### src/rtl/reg_dbg_access_ctrl_pkg.sv
// Shared types and default sizes for the debug register-access sequencer.
package reg_dbg_access_ctrl_pkg;

    localparam int unsigned REG_ADDR_W        = 5;
    localparam int unsigned REG_DATA_W        = 32;
    localparam int unsigned HALT_TIMEOUT_DFLT = 16;

    typedef enum logic [1:0] {
        IDLE   = 2'd0,
        HALT   = 2'd1,
        ACCESS = 2'd2,
        RESP   = 2'd3
    } dbg_acc_state_e;

endpackage

### src/rtl/reg_dbg_access_ctrl.sv
// Sequences one debug read/write onto the regfile debug port: halt the core,
// access once the halt is acknowledged, return the response, release the halt.
module reg_dbg_access_ctrl
    import reg_dbg_access_ctrl_pkg::*;
#(
    parameter int unsigned AddrW       = REG_ADDR_W,
    parameter int unsigned DataW       = REG_DATA_W,
    parameter int unsigned HaltTimeout = HALT_TIMEOUT_DFLT
) (
    input  logic             clk_i,
    input  logic             rst_ni,
    input  logic             req_valid_i,
    output logic             req_ready_o,
    input  logic             req_we_i,
    input  logic [AddrW-1:0] req_addr_i,
    input  logic [DataW-1:0] req_wdata_i,
    output logic             rsp_valid_o,
    input  logic             rsp_ready_i,
    output logic [DataW-1:0] rsp_rdata_o,
    output logic             rsp_err_o,
    output logic             halt_req_o,
    input  logic             halt_ack_i,
    input  logic             ex_we_i,
    output logic             rf_we_o,
    output logic [AddrW-1:0] rf_addr_o,
    output logic [DataW-1:0] rf_wdata_o,
    input  logic [DataW-1:0] rf_rdata_i,
    output logic             busy_o
);

    localparam int unsigned CntW = $clog2(HaltTimeout + 1);

    dbg_acc_state_e   state_q, state_d;
    logic [CntW-1:0]  cnt_q;
    logic             we_q;
    logic [AddrW-1:0] addr_q;
    logic [DataW-1:0] wdata_q;
    logic [DataW-1:0] rdata_q;
    logic             err_q;
    logic             req_ready_q, rsp_valid_q, halt_req_q, busy_q;
    logic             accept, rd_capture, timeout, rf_we;

    assign accept = req_valid_i & req_ready_q;

    always_ff @(posedge clk_i or negedge rst_ni) begin
        if (!rst_ni) state_q <= IDLE;
        else         state_q <= state_d;
    end

    // Next state; ack beats timeout, EX write-back beats the debug access.
    always_comb begin
        state_d    = state_q;
        rf_we      = 1'b0;
        rd_capture = 1'b0;
        timeout    = 1'b0;
        case (state_q)
            IDLE: begin
                if (accept) state_d = HALT;
            end
            HALT: begin
                if (halt_ack_i) begin
                    state_d = ACCESS;
                end else if (cnt_q == CntW'(HaltTimeout - 1)) begin
                    state_d = RESP;
                    timeout = 1'b1;
                end
            end
            ACCESS: begin
                if (!ex_we_i) begin
                    rf_we      = we_q && (addr_q != '0);
                    rd_capture = !we_q;
                    state_d    = RESP;
                end
            end
            RESP: begin
                if (rsp_ready_i) state_d = IDLE;
            end
            default: state_d = IDLE;
        endcase
    end

    // Halt wait counter, cleared whenever the FSM is outside HALT.
    always_ff @(posedge clk_i or negedge rst_ni) begin
        if (!rst_ni)               cnt_q <= '0;
        else if (state_q == HALT)  cnt_q <= cnt_q + CntW'(1);
        else                       cnt_q <= '0;
    end

    // Latched request and response payload.
    always_ff @(posedge clk_i or negedge rst_ni) begin
        if (!rst_ni) begin
            we_q    <= 1'b0;
            addr_q  <= '0;
            wdata_q <= '0;
            rdata_q <= '0;
            err_q   <= 1'b0;
        end else begin
            if (accept) begin
                we_q    <= req_we_i;
                addr_q  <= req_addr_i;
                wdata_q <= req_wdata_i;
                rdata_q <= '0;
                err_q   <= 1'b0;
            end
            if (rd_capture) rdata_q <= rf_rdata_i;
            if (timeout)    err_q   <= 1'b1;
        end
    end

    // Handshake/status outputs registered from the next state, glitch-free.
    always_ff @(posedge clk_i or negedge rst_ni) begin
        if (!rst_ni) begin
            req_ready_q <= 1'b0;
            rsp_valid_q <= 1'b0;
            halt_req_q  <= 1'b0;
            busy_q      <= 1'b0;
        end else begin
            req_ready_q <= (state_d == IDLE);
            rsp_valid_q <= (state_d == RESP);
            halt_req_q  <= (state_d != IDLE);
            busy_q      <= (state_d != IDLE);
        end
    end

    assign req_ready_o = req_ready_q;
    assign rsp_valid_o = rsp_valid_q;
    assign rsp_rdata_o = rdata_q;
    assign rsp_err_o   = err_q;
    assign halt_req_o  = halt_req_q;
    assign busy_o      = busy_q;
    assign rf_we_o     = rf_we;
    assign rf_addr_o   = addr_q;
    assign rf_wdata_o  = wdata_q;

endmodule

### config.mk
export PLATFORM = sky130hd
export DESIGN_NAME = reg_dbg_access_ctrl
export DESIGN_NICKNAME = d
export VERILOG_FILES = /design/src/rtl/reg_dbg_access_ctrl_pkg.sv /design/src/rtl/reg_dbg_access_ctrl.sv
export SDC_FILE = /design/constraint.sdc
export NUM_CORES = 1
export LEC_CHECK = 0
export ABC_AREA = 1
export CORE_MARGIN = 5
export CORE_UTILIZATION = 40
export CTS_CLUSTER_DIAMETER = 50
export DETAILED_ROUTE_END_ITERATION = 16
export GPL_TIMING_DRIVEN = 0
export PLACE_DENSITY = 0.78
export SLEW_MARGIN = 20
export SYNTH_ARGS = -nofsm -noshare
export SYNTH_HDL_FRONTEND = slang
export SYNTH_SLANG_ARGS = --single-unit
### constraint.sdc
create_clock -name clk_i -period 1.7 [get_ports clk_i]
set_input_delay 0.34 -clock clk_i [delete_from_list [all_inputs] [get_ports clk_i]]
set_output_delay 0.34 -clock clk_i [all_outputs]
set_load 0.05 [all_outputs]
==> impl_metrics.toml <==
[routing]
first_pass_iters = 4
drt-initial-drc-count = 175
ant_nets = 0
routed_wl_um = 9180
wl_per_cell_um = 14.4
viasPerCell = 4.82
drc = 0
vias = 3072

[synthesis]
ys_ff_latch = 81
synth_area_per_cell_um2 = 9.05
yosysUniqueCellTypes = 20
ys_warn_count = 0
syn_nets = 441
synth_seq_area_share_pct = 61.7
netlist_area_um2 = 3290
synthesis.instances = 363

[run]
max_cap_viol_count = 0

[global_routing]
grt_pass1_wl_um = 15000
grt_use_total_pct = 18.7
antenna_found_initial = 1
grt_start_max_net_pins = 53
grt-ovfl-total = 0
grt_pass1_vias = 3140

[timing]
worst-slew-pin-transition_ns = 0.538
slew_violations = 0
hold_violations = 0
slew_headroom_pct = 64.2
finalClockSkew_ns = 0.0126
setup_viol = 0
fmax_mhz = 608
min_period_ns = 1.64
rsz0062_at_grt = "true"
period_share_pct = 96.7
hold_ws_ns = 0.449

[pwr]
clock_power_share_pct = 12.4
p_per_area_nw_per_um2 = 2040
p_int_w = 0.00479
vdd_drop_max_v = 0.00114
sequentialPowerShare_pct = 31.3
combPwrFrac_pct = 56.3
power.switching_w = 0.00549
power_w = 0.0103
switching_share_pct = 53.4
leakagePower_nw = 2.76

[clock_tree]
htree_num_levels = 3
cts_sinks = 81
cts.path.max_buffers = 2
clk_pin_slew_worst_paths_ns = 0.09
cts_root_buf = "clkbuf_8"
cts_made_buffers = 9
postCtsSetupBuffers = 0
clkLatencyLatePin_ns = 0.35
cts_tree = "built"

[floorplan]
die_h_um = 101
dieArea_um2 = 10100
ios = 151
start_util_pct = 40.6
fp.dieW_um = 101
coreArea_um2 = 8090
row_count = 33

[worst_setup_path]
crit_path_start = "busy_o"
reg2reg_to = "req_ready_o"
r2r-start = "cnt_q[0]"
r2r_setup_slack_ns = 0.19
crit_fanout = 2
worstPathRequired_ns = 1.36
ff2ff_path_depth = 9
crit_path_start_kind = "flop"
arrival_ns = 1.30
crit_path_end_kind = "output port"
crit_type = "reg2out"

[layout]
final_nets = 604
layout_common_cells = "nand2_1 (157), dfrtp_1 (80), dlygate4sd2_1 (74)"
drive_above_1_share_pct = 8.85
post-route-util_pct = 62.4
syn2layout_area_growth_pct = 53.7
layout_commonest_cell = "nand2_1"

[run_status]
run_status = "completed"

[place]
gp_congestion = 0.812
portBuffers = 150
dpl.hpwl_um = 6990

[min_path]
hold_path_class = "in2async"
## through the flow
stage	cell area [um^2]	setup slack (ns)	setup TNS, ns	std cells
CTS	5050	0.00977	0	636
global route	5050	-0.0171	-0.0171	637
floorplan	3290	0.187	0	363
detailed placement	4940	-0.682	-0.705	619
finish	5050	0.0560	0	637
global placement	4920	-2.48	-201.16	618
## repair_timing
item / 4_1_cts / 5_1_grt
setup endpoints to repair: 75 / 2
gates cloned: 0 / 0
hold buffers: 1 / 0
pin swaps: 1 / 0
endpoints found under the hold margin: 29 / 0
gates resized for setup: 84 / 1
## how the worst max path moves through the flow
stage / to / slack (ns) / cells after the start
after CTS: halt_req_o / 0.01 / 2
final: halt_req_o / 0.06 / 2
after global routing: rf_we_o / -0.02 / 5
after global placement: rf_wdata_o[26] / -2.48 / 1
after floorplan: rf_we_o / 0.19 / 4
after detailed placement: rf_we_o / -0.68 / 5
## logic make-up after synthesis
group	count (synthesis)	synth area share, %
simple gates	242	31.3
fa+ha+maj	2	0.761
buf+inv	31	5.14
flops	81	61.7
compound gates	7	1.07
## Yosys cell counts (all sizes together)
cell type | number | area (um^2)
o21ai | 4 | 20.0
a21oi | 3 | 15.0
nor3 | 2 | 10.0
nand2 | 159 | 607
inv | 10 | 37.5
dfrtp | 81 | 2030
nor2 | 12 | 62.6
clkbuf | 2 | 7.51
nand3 | 69 | 350
buf | 19 | 124
ha | 2 | 25.0
## sequential cells by signal, summed over array words and instances (netlist names)
| signal | flops |
|---|---|
| busy_o | 1 |
| cnt_q | 5 |
| req_ready_o | 1 |
| rf_addr_o | 5 |
| rf_wdata_o | 32 |
| rsp_err_o | 1 |
| rsp_rdata_o | 32 |
| rsp_valid_o | 1 |
| state_q | 2 |
| we_q | 1 |
## power by group through the flow
stage	Sequential (W)	Clock, W	Combinational [W]
5_1_grt	0.00333	0.00138	0.00618
3_3_place_gp	0.00325	0	0.00625
4_1_cts	0.00322	0.00132	0.00584
3_5_place_dp	0.00327	0	0.00637
6_report	0.00322	0.00128	0.00579
2_1_floorplan	0.00590	0	0.00143
## metal layers
metal,global-route usage (%),wire length (um)
met5,0,0
met4,6.42,119
met1,24.6,3850
met3,5.12,858
met2,29.7,4350
## cell type report
cell class              count  area [um^2]
fillers                   733         3040
flip-flops and latches     81         2030
repair buffers            152         1450
multi-input cells         251         1090
plain buffers              21          131
well taps                 105          131
clock buffers               9          124
clock inverters             7         55.1
inverters                  10         37.5
diodes                      1         2.50
## worst max-delay path: stages (launching register included)
cell,delay (ns)
dfrtp_1,0.39
buf_4,0.13
clkdlybuf4s15_1,0.44
Note: power is estimated with default switching activity, not from simulation.
